<file path="config.mk">
export PLATFORM = sky130hd
export DESIGN_NAME = mngr_src_sink
export DESIGN_NICKNAME = d
export VERILOG_FILES = /design/src/rtl/mngr_pkg.sv /design/src/rtl/mngr_table.sv /design/src/rtl/mngr_src_sink.sv
export SDC_FILE = /design/constraint.sdc
export NUM_CORES = 2
export LEC_CHECK = 0
export ABC_AREA = 0
export CAP_MARGIN = 5
export CORE_MARGIN = 2
export CORE_UTILIZATION = 40
export DETAILED_ROUTE_END_ITERATION = 7
export SKIP_CTS_REPAIR_TIMING = 1
export SYNTH_ARGS = -nofsm -noshare
export SYNTH_HDL_FRONTEND = slang
export SYNTH_HIERARCHICAL = 1
export SYNTH_SLANG_ARGS = --single-unit
</file>
<file path="constraint.sdc">
create_clock -name clk -period 4.3 [get_ports clk]
set_input_delay 0.645 -clock clk [delete_from_list [all_inputs] [get_ports clk]]
set_output_delay 0.645 -clock clk [all_outputs]
set_load 0.03 [all_outputs]
</file>
<file path="src/rtl/mngr_pkg.sv">
// Shared types and helpers for the manager source/sink test block.
package mngr_pkg;

  typedef enum logic [1:0] {
    IDLE,
    RUN,
    PASS,
    FAIL
  } mngr_state_e;

  localparam int MNGR_MSG_W = 32;

  // Message counts above the table depth are clamped to the depth.
  function automatic int sat_count(input int cnt, input int depth);
    return (cnt > depth) ? depth : cnt;
  endfunction

endpackage

</file>
<file path="src/rtl/mngr_table.sv">
// Word table: p_depth x p_width storage, one synchronous write port, one combinational read port.
// Latency: write lands at the clock edge; read is same-cycle from the address.
// Backpressure: none; the caller owns write/read ordering.
module mngr_table #(
  parameter int p_depth = 64,
  parameter int p_width = 32,
  localparam int AW = $clog2(p_depth)
) (
  input  logic               clk,
  input  logic               wr_en,
  input  logic [AW-1:0]      wr_addr,
  input  logic [p_width-1:0] wr_data,
  input  logic [AW-1:0]      rd_addr,
  output logic [p_width-1:0] rd_data
);

  // Contents are intentionally not reset so tables survive across runs and resets.
  logic [p_width-1:0] mem [p_depth];

  always_ff @(posedge clk) begin
    if (wr_en) begin
      mem[wr_addr] <= wr_data;
    end
  end

  assign rd_data = mem[rd_addr];

endmodule

</file>
<file path="src/rtl/mngr_src_sink.sv">
// Manager-side test harness: streams the source table into mngr2proc, checks proc2mngr against the expected table.
// Latency: val/rdy may rise the cycle after start; done/pass/err visible the cycle after the final or mismatching transfer.
// Backpressure: source holds msg stable while rdy is low; sink deasserts rdy for p_sink_delay cycles after each accept.
module mngr_src_sink
  import mngr_pkg::*;
#(
  parameter int p_depth      = 64,
  parameter int p_src_delay  = 0,
  parameter int p_sink_delay = 0,
  localparam int AW = $clog2(p_depth),
  localparam int CW = $clog2(p_depth + 1)
) (
  input  logic                  clk,
  input  logic                  rst,
  input  logic                  ld_en,
  input  logic                  ld_sel,
  input  logic [AW-1:0]         ld_addr,
  input  logic [MNGR_MSG_W-1:0] ld_data,
  input  logic [CW-1:0]         cfg_num_src,
  input  logic [CW-1:0]         cfg_num_sink,
  input  logic                  start,
  output logic [MNGR_MSG_W-1:0] mngr2proc_msg,
  output logic                  mngr2proc_val,
  input  logic                  mngr2proc_rdy,
  input  logic [MNGR_MSG_W-1:0] proc2mngr_msg,
  input  logic                  proc2mngr_val,
  output logic                  proc2mngr_rdy,
  output logic                  done,
  output logic                  pass,
  output logic [CW-1:0]         err_idx,
  output logic [MNGR_MSG_W-1:0] err_got,
  output logic [MNGR_MSG_W-1:0] err_exp
);

  localparam int DW = 16;

  mngr_state_e           state_q, state_d;
  logic [CW-1:0]         num_src, num_snk, src_i, snk_i;
  logic [CW-1:0]         start_nsrc, start_nsnk;
  logic [DW-1:0]         src_dly, snk_dly;
  logic [MNGR_MSG_W-1:0] src_rd, exp_rd;
  logic                  run, start_ok, src_fire, snk_fire, mismatch, snk_last;

  assign start_nsrc = CW'(sat_count(int'(cfg_num_src), p_depth));
  assign start_nsnk = CW'(sat_count(int'(cfg_num_sink), p_depth));

  assign run      = (state_q == RUN);
  assign start_ok = start && !run;

  assign mngr2proc_val = run && (src_i < num_src) && (src_dly == '0);
  assign proc2mngr_rdy = run && (snk_i < num_snk) && (snk_dly == '0);
  assign mngr2proc_msg = src_rd;

  assign src_fire = mngr2proc_val && mngr2proc_rdy;
  assign snk_fire = proc2mngr_val && proc2mngr_rdy;
  assign mismatch = snk_fire && (proc2mngr_msg != exp_rd);
  assign snk_last = (snk_i == num_snk - CW'(1));

  mngr_table #(.p_depth(p_depth), .p_width(MNGR_MSG_W)) u_src_tbl (
    .clk     (clk),
    .wr_en   (ld_en && (state_q == IDLE) && !ld_sel),
    .wr_addr (ld_addr),
    .wr_data (ld_data),
    .rd_addr (src_i[AW-1:0]),
    .rd_data (src_rd)
  );

  mngr_table #(.p_depth(p_depth), .p_width(MNGR_MSG_W)) u_exp_tbl (
    .clk     (clk),
    .wr_en   (ld_en && (state_q == IDLE) && ld_sel),
    .wr_addr (ld_addr),
    .wr_data (ld_data),
    .rd_addr (snk_i[AW-1:0]),
    .rd_data (exp_rd)
  );

  always_comb begin
    state_d = state_q;
    done    = (state_q == PASS) || (state_q == FAIL);
    pass    = (state_q == PASS);
    case (state_q)
      RUN: begin
        if (mismatch) begin
          state_d = FAIL;
        end else if (snk_fire && snk_last) begin
          state_d = PASS;
        end
      end
      // An empty sink run has nothing to check, so it passes immediately.
      default: begin
        if (start_ok) begin
          state_d = (start_nsnk == '0) ? PASS : RUN;
        end
      end
    endcase
  end

  always_ff @(posedge clk) begin
    if (!rst) begin
      state_q <= IDLE;
      num_src <= '0;
      num_snk <= '0;
      src_i   <= '0;
      snk_i   <= '0;
      src_dly <= '0;
      snk_dly <= '0;
      err_idx <= '0;
      err_got <= '0;
      err_exp <= '0;
    end else begin
      state_q <= state_d;
      if (start_ok) begin
        num_src <= start_nsrc;
        num_snk <= start_nsnk;
        src_i   <= '0;
        snk_i   <= '0;
        src_dly <= '0;
        snk_dly <= '0;
        err_idx <= '0;
        err_got <= '0;
        err_exp <= '0;
      end else begin
        if (src_fire) begin
          src_i   <= src_i + CW'(1);
          src_dly <= DW'(p_src_delay);
        end else if (src_dly != '0) begin
          src_dly <= src_dly - DW'(1);
        end
        if (mismatch) begin
          err_idx <= snk_i;
          err_got <= proc2mngr_msg;
          err_exp <= exp_rd;
        end else if (snk_fire) begin
          snk_i   <= snk_i + CW'(1);
          snk_dly <= DW'(p_sink_delay);
        end else if (snk_dly != '0) begin
          snk_dly <= snk_dly - DW'(1);
        end
      end
    end
  end

endmodule

</file>
== Yosys cells after proc, flatten, opt, wreduce, memory -nomap -nowiden ==
Memories as Yosys holds them, arrays and structs flattened. A register that Yosys moved wholly into a read port is not among the register bits.
Index checks and enable logic that the tools add are counted.
Storage, ports and cells
  word-level logic and storage cells: 74
  memories kept: 2
  RAM bits: 4096
  register bits after elaboration: 133
Cells by class
  muxes and demuxes: 17
  equality and inequality tests: 6
  reductions and logical operators: 28
  bitwise logic cells: 2
  add/sub/neg operators: 5
  order comparisons: 4
Memories
  u_exp_tbl.mem: depth 64, width 32, read ports 1, clocked after Yosys merged registers in 1, wr ports 1, line mngr_table.sv:18  | logic [p_width-1:0] mem [p_depth];
  u_src_tbl.mem: depth 64, width 32, read ports 1, clocked after Yosys merged registers in 1, wr ports 1, line mngr_table.sv:18
Operators with widths (count)
  16-bit logical NOT: 2
  16-bit 2-to-1 mux: 2
  32-bit inequality test: 1
  16-bit nonzero test: 2
  16-bit by 1-bit subtractor with 16-bit output (second input constant): 2
  6-bit 2-to-1 mux: 4
  7-bit by 1-bit adder with 7-bit output (second input constant): 2
  7-bit > comparator (second input constant): 2
  7-bit less-than comparator: 2
  7-bit 2-to-1 mux: 2
  1-bit logical AND: 12
  2-bit 2-to-1 mux: 5
  7-bit equality test: 1
  7-bit logical NOT: 1
  7-bit by 1-bit subtractor with 7-bit output (second input constant): 1
  2-bit AND reduction: 3
  2-bit equality test (second input constant): 2
  1-bit 2-to-1 mux: 4
  2-bit nonzero test: 2
  3-bit by 1-bit inequality test with 1-bit output (second input constant): 1
  3-bit OR reduction: 1
  2-bit by 1-bit equality test with 1-bit output (second input constant): 1
  1-bit logical NOT: 2
  2-bit logical NOT: 1
  other kinds (3): 4

== Depth between registers and ports, before layout ==
  depth after elaboration: 9
  mapped depth: 18

== Modules after synthesis ==
Netlist, hierarchy kept.
Modules (own cells, without submodules)
  mngr_table: instances 2, area an instance 77874.7 µm², cells each 3292
  mngr_src_sink: instances 1, area an instance 6227.2 µm², cells each 672

== Worst setup path before layout ==
Ideal clock, no wire load.
  path kind: in2reg
  start point: input port ld_en
  end point: memory u_src_tbl.mem[48][0] (enable)
  arrival time: 3.489 ns
  cell stages on the path: 5
  path buffers: 0
  library setup time: 0.461 ns
  slack: 0.350 ns
  path through: nand2_1 > nor2_1 > nor2b_1 > nand4b_1 > nor3_1
Between the ends
  cells in the longest elaborated chain, start to end: 4
RTL lines
  start, declared: line mngr_src_sink.sv:15  | input logic ld_en,
  1-bit logical AND (2 in a row): line mngr_src_sink.sv:61  | .wr_en (ld_en && (state_q == IDLE) && !ld_sel),
  1-bit 2-to-1 mux: line mngr_table.sv:21  | if (wr_en) begin
  1-bit 2-to-1 mux (not written as such): line mngr_table.sv:22  | mem[wr_addr] <= wr_data;
  end, declared: line mngr_table.sv:18
No other way between the ends.

== Final worst setup path ==
  start point: register snk_i[0]
  end point: register err_got[6]
Between the ends
  cells in the longest elaborated chain, start to end: 5
RTL lines
  start, declared: line mngr_src_sink.sv:38  | logic [CW-1:0] num_src, num_snk, src_i, snk_i;
  start signal, assigned: line mngr_src_sink.sv:134  | snk_i <= snk_i + CW'(1);
  7-bit less-than comparator: line mngr_src_sink.sv:51  | assign proc2mngr_rdy = run && (snk_i < num_snk) && (snk_dly == '0);
  1-bit logical AND (2 in a row): line mngr_src_sink.sv:51
  1-bit logical AND: line mngr_src_sink.sv:55  | assign snk_fire = proc2mngr_val && proc2mngr_rdy;
  1-bit logical AND: line mngr_src_sink.sv:56  | assign mismatch = snk_fire && (proc2mngr_msg != exp_rd);
  end signal, assigned: line mngr_src_sink.sv:131  | err_got <= proc2mngr_msg;
  end, declared: line mngr_src_sink.sv:31  | output logic [MNGR_MSG_W-1:0] err_got,
No other way between the ends.
A chain may end at the register's enable or synchronous reset.

==> impl_metrics.py <==
metrics = {
    "power": {
        "seq_power_share_pct": 53.2,
        "swShare_pct": 20.93,
        "p_leak_uw": 0.05844,
        "p_int_uw": 67630,
        "clockPowerShare_pct": 43.0,
        "vdd_ir_drop_max_mv": 0.3652,
        "power.switching_uw": 17900,
        "power.density_nw_per_um2": 443.4,
        "combPwrFrac_pct": 3.8,
    },
    "worst_setup_path": {
        "crit_slowest_cell": "mux2i_1",
        "max_stage_delay_ns": 0.65,
        "cp_max_fo": 12,
        "crit_family": "multiplexers",
        "worst-path-buf-inv": 5,
        "worstPathArrival_ns": 5.45,
        "end_kind": "flop",
        "timing.rr.end": "err_got[6]",
        "startpoint_type": "flop",
        "reg2reg_from": "snk_i[0]",
        "crit_required_ns": 5.11,
        "path_cells": "buf_4 > mux4_2 > mux2i_1 > nor2_1 > o32ai_4 > buf_4 > nor3_1 > xnor2_1 > nand4_1 > nor4_4 > buf_6 > a2111oi_4 > buf_12 > buf_4 > mux2i_2 > nor2_1",
        "reg2reg_depth": 16,
        "reg2reg_slack_ns": -0.34,
        "crit_top_cell": "buf_4",
        "crit_type": "flop to flop",
    },
    "synth": {
        "synth_area_sq_um": 162000,
        "synth_cells": 7256,
        "yosysTopAreaCellShare_pct": 75.94,
        "synth_flop_cell": "edfxtp_1",
        "yosysMostFrequentCell": "edfxtp_1",
        "synth-edff-count": 4096,
        "syn-num-nets": 7366,
        "ys_types": 62,
        "async_flop_share_pct": 0,
        "synthTopCellsByArea": "edfxtp_1 (76%), mux4_2 (15%), dfxtp_1 (1.6%)",
        "ys_top_cells_by_count": "edfxtp_1 (4096), mux4_2 (1088), nor2_1 (397), mux2i_1 (261), o22ai_1 (168)",
        "synth_largest_area_cell": "edfxtp_1",
        "avgSynthCellArea_sq_um": 22.32,
        "ys_warn_count": 6,
        "ys_ff_latch": 4229,
        "ys_seq_area_share_pct": 77.58,
    },
    "timing": {
        "setup_viol": 109,
        "finalWorstSetupSlack_ns": -0.3423,
        "fmax_mhz": 215.4,
        "finClkSkew_ns": 0.06622,
        "relSlewSlack_pct": 13.35,
        "drv_slew": 0,
        "period_share_pct": 108.0,
        "hold_viol": 0,
        "tightest_slew_ns": 1.300,
        "period_minus_slack_ns": 4.642,
        "rsz0062_at_grt": "yes",
    },
    "clock_tree": {
        "cts_sinks": 4229,
        "numCtsBuffers": 425,
        "h-tree-depth": 5,
        "insertion_delay_ns": 0.98,
        "cts_max_path_buffers": 4,
        "cts_root_buf": "clkbuf_16",
        "tritoncts": "yes",
        "path_clk_slew_ns": 0.06,
    },
    "global_route": {
        "grt_usage_pct": 21.34,
        "grt_pass1_vias": 81770,
        "grt_pass1_wl_um": 622000,
        "grt-ovfl-total": 0,
        "antenna_found_initial": 36,
        "grt_max_degree": 99,
    },
    "route": {
        "wire_per_inst_um": 31.93,
        "drc": 0,
        "wl_um": 447700,
        "firstDrtPassIters": 8,
        "drt_iter0_drc": 10120,
        "viasPerCell": 5.819,
        "vias": 81600,
        "postRouteAntennaNets": 0,
    },
    "layout": {
        "area_growth_pct": 19.10,
        "fin_nets": 8353,
        "instances_no_fill": 14020,
        "drive_above_1_share_pct": 31.97,
    },
    "floorplan": {
        "die_w_um": 640.4,
        "initial_core_util_pct": 40.20,
        "pin_count": 198,
        "die_height_um": 640.4,
        "coreArea_sq_um": 402900,
        "die_area_sq_um": 410000,
        "floorplan.rows": 233,
    },
    "worst_hold_path": {
        "hold_path_class": "input pin to flop",
        "whs_endpoint": "u_src_tbl/mem[9][25]",
        "hold_start": "ld_data[25]",
        "whs_path_depth": 1,
    },
    "status": {
        "violations": "negative setup slack",
        "outcome": "complete, but fails checks",
    },
    "placement": {
        "pre_cts_ws_ns": -0.9890,
        "dp.cells": 13170,
        "hpwl_um": 264300,
        "routabilityCongestion": 0.8278,
        "port_buffers": 197,
    },
    "flow_run": {
        "cap_violations": 0,
    },
}
==> layout by cell type, fill, tap and decap left out, drive strengths merged, types with 132 or more instances in the layout <==
cell              n
clkinv          182
mux4           1088
o22ai           168
buf             806
a21oi           150
mux2i           261
dfxtp           133
clkbuf          540
edfxtp         4096
clkdlybuf4s50   132
nor2            397
==> cell families after synthesis <==
logic type,count (synthesis),synth area share [%]
simple gates,705,2.031
compound gates,474,1.888
xor+xnor,66,0.3661
fa+ha+maj,19,0.1468
mux,1349,16.74
flops,4229,77.58
buf+inv,414,1.248
==> state kept, by name, summed over array words and instances, names as in the netlist <==
register,flops
src_dly,16
err_got,32
state_q,2
src_i,7
u_exp_tbl/mem,2048
num_snk,7
err_exp,32
snk_i,7
err_idx,7
num_src,7
snk_dly,16
u_src_tbl/mem,2048
==> worst reg2reg max path, stage by stage, from the launching register on <==
cell,delay (ns)
dfxtp_4,0.44
buf_4,0.27
mux4_2,0.54
mux2i_1,0.65
nor2_1,0.19
o32ai_4,0.25
buf_4,0.18
nor3_1,0.09
xnor2_1,0.20
nand4_1,0.17
nor4_4,0.57
buf_6,0.23
a2111oi_4,0.09
buf_12,0.18
buf_4,0.23
mux2i_2,0.20
nor2_1,0.06
==> worst max path at each step <==
stage / start / to / slack (ns) / cells after the start
after floorplan: ld_en / u_src_tbl/mem[48][0] / 0.35 / 5
after global placement: snk_i[0] / snk_i[1] / -0.97 / 15
after detailed placement: snk_i[0] / snk_i[5] / -0.99 / 14
after CTS: snk_i[0] / snk_i[5] / -1.01 / 14
after global routing: snk_i[0] / err_exp[4] / -0.35 / 19
final: snk_i[0] / err_got[6] / -0.34 / 16
==> area by class of cell <==
class / count / area [sq um]
fillers: 32620 / 210000
well taps: 5405 / 6763
flip-flops and latches: 4229 / 125700
inverters: 23 / 90.09
clock inverters: 254 / 2624
multi-input cells: 2614 / 35910
clock buffers: 529 / 11210
repair buffers: 950 / 10570
diodes: 17 / 42.54
==> stage by stage <==
stage / instance area (sq um) / hold WS [ns] / power [uW] / setup TNS [ns] / util [%]
2_1_floorplan: 162000 / 0.4428 / 47920 / 0 / -
3_3_place_gp: 177500 / 0.4542 / 49370 / -70.12 / 44.06
3_5_place_dp: 177500 / 0.4598 / 49520 / -71.28 / 44.06
4_1_cts: 191300 / -0.04529 / 86060 / -98.27 / 47.49
5_1_grt: 192900 / 0.03550 / 87940 / -24.84 / 47.87
6_report: 192900 / 0.05634 / 85530 / -25.17 / 47.88
==> per-layer routing <==
metal | share of wire (%) | vias up | track usage, % | routed length [um]
met2 | 48 | 3825 | 34.82 | 216300
met4 | 3.8 | 4 | 7.153 | 16900
met3 | 8.2 | 674 | 3.049 | 36900
li1 | - | 32780 | - | -
met1 | 40 | 44320 | 29.60 | 177500
met5 | 0.0060 | - | 0 | 27
==> power groups by stage <==
stage               registers (uW)  clock network [uW]  logic, uW
floorplan                    46400                   0       1520
global placement             46400                   0       2990
detailed placement           46400                   0       3120
CTS                          45500               37400       3130
global route                 45500               38900       3460
finish                       45500               36800       3220
(Power assumes the default switching activity.)
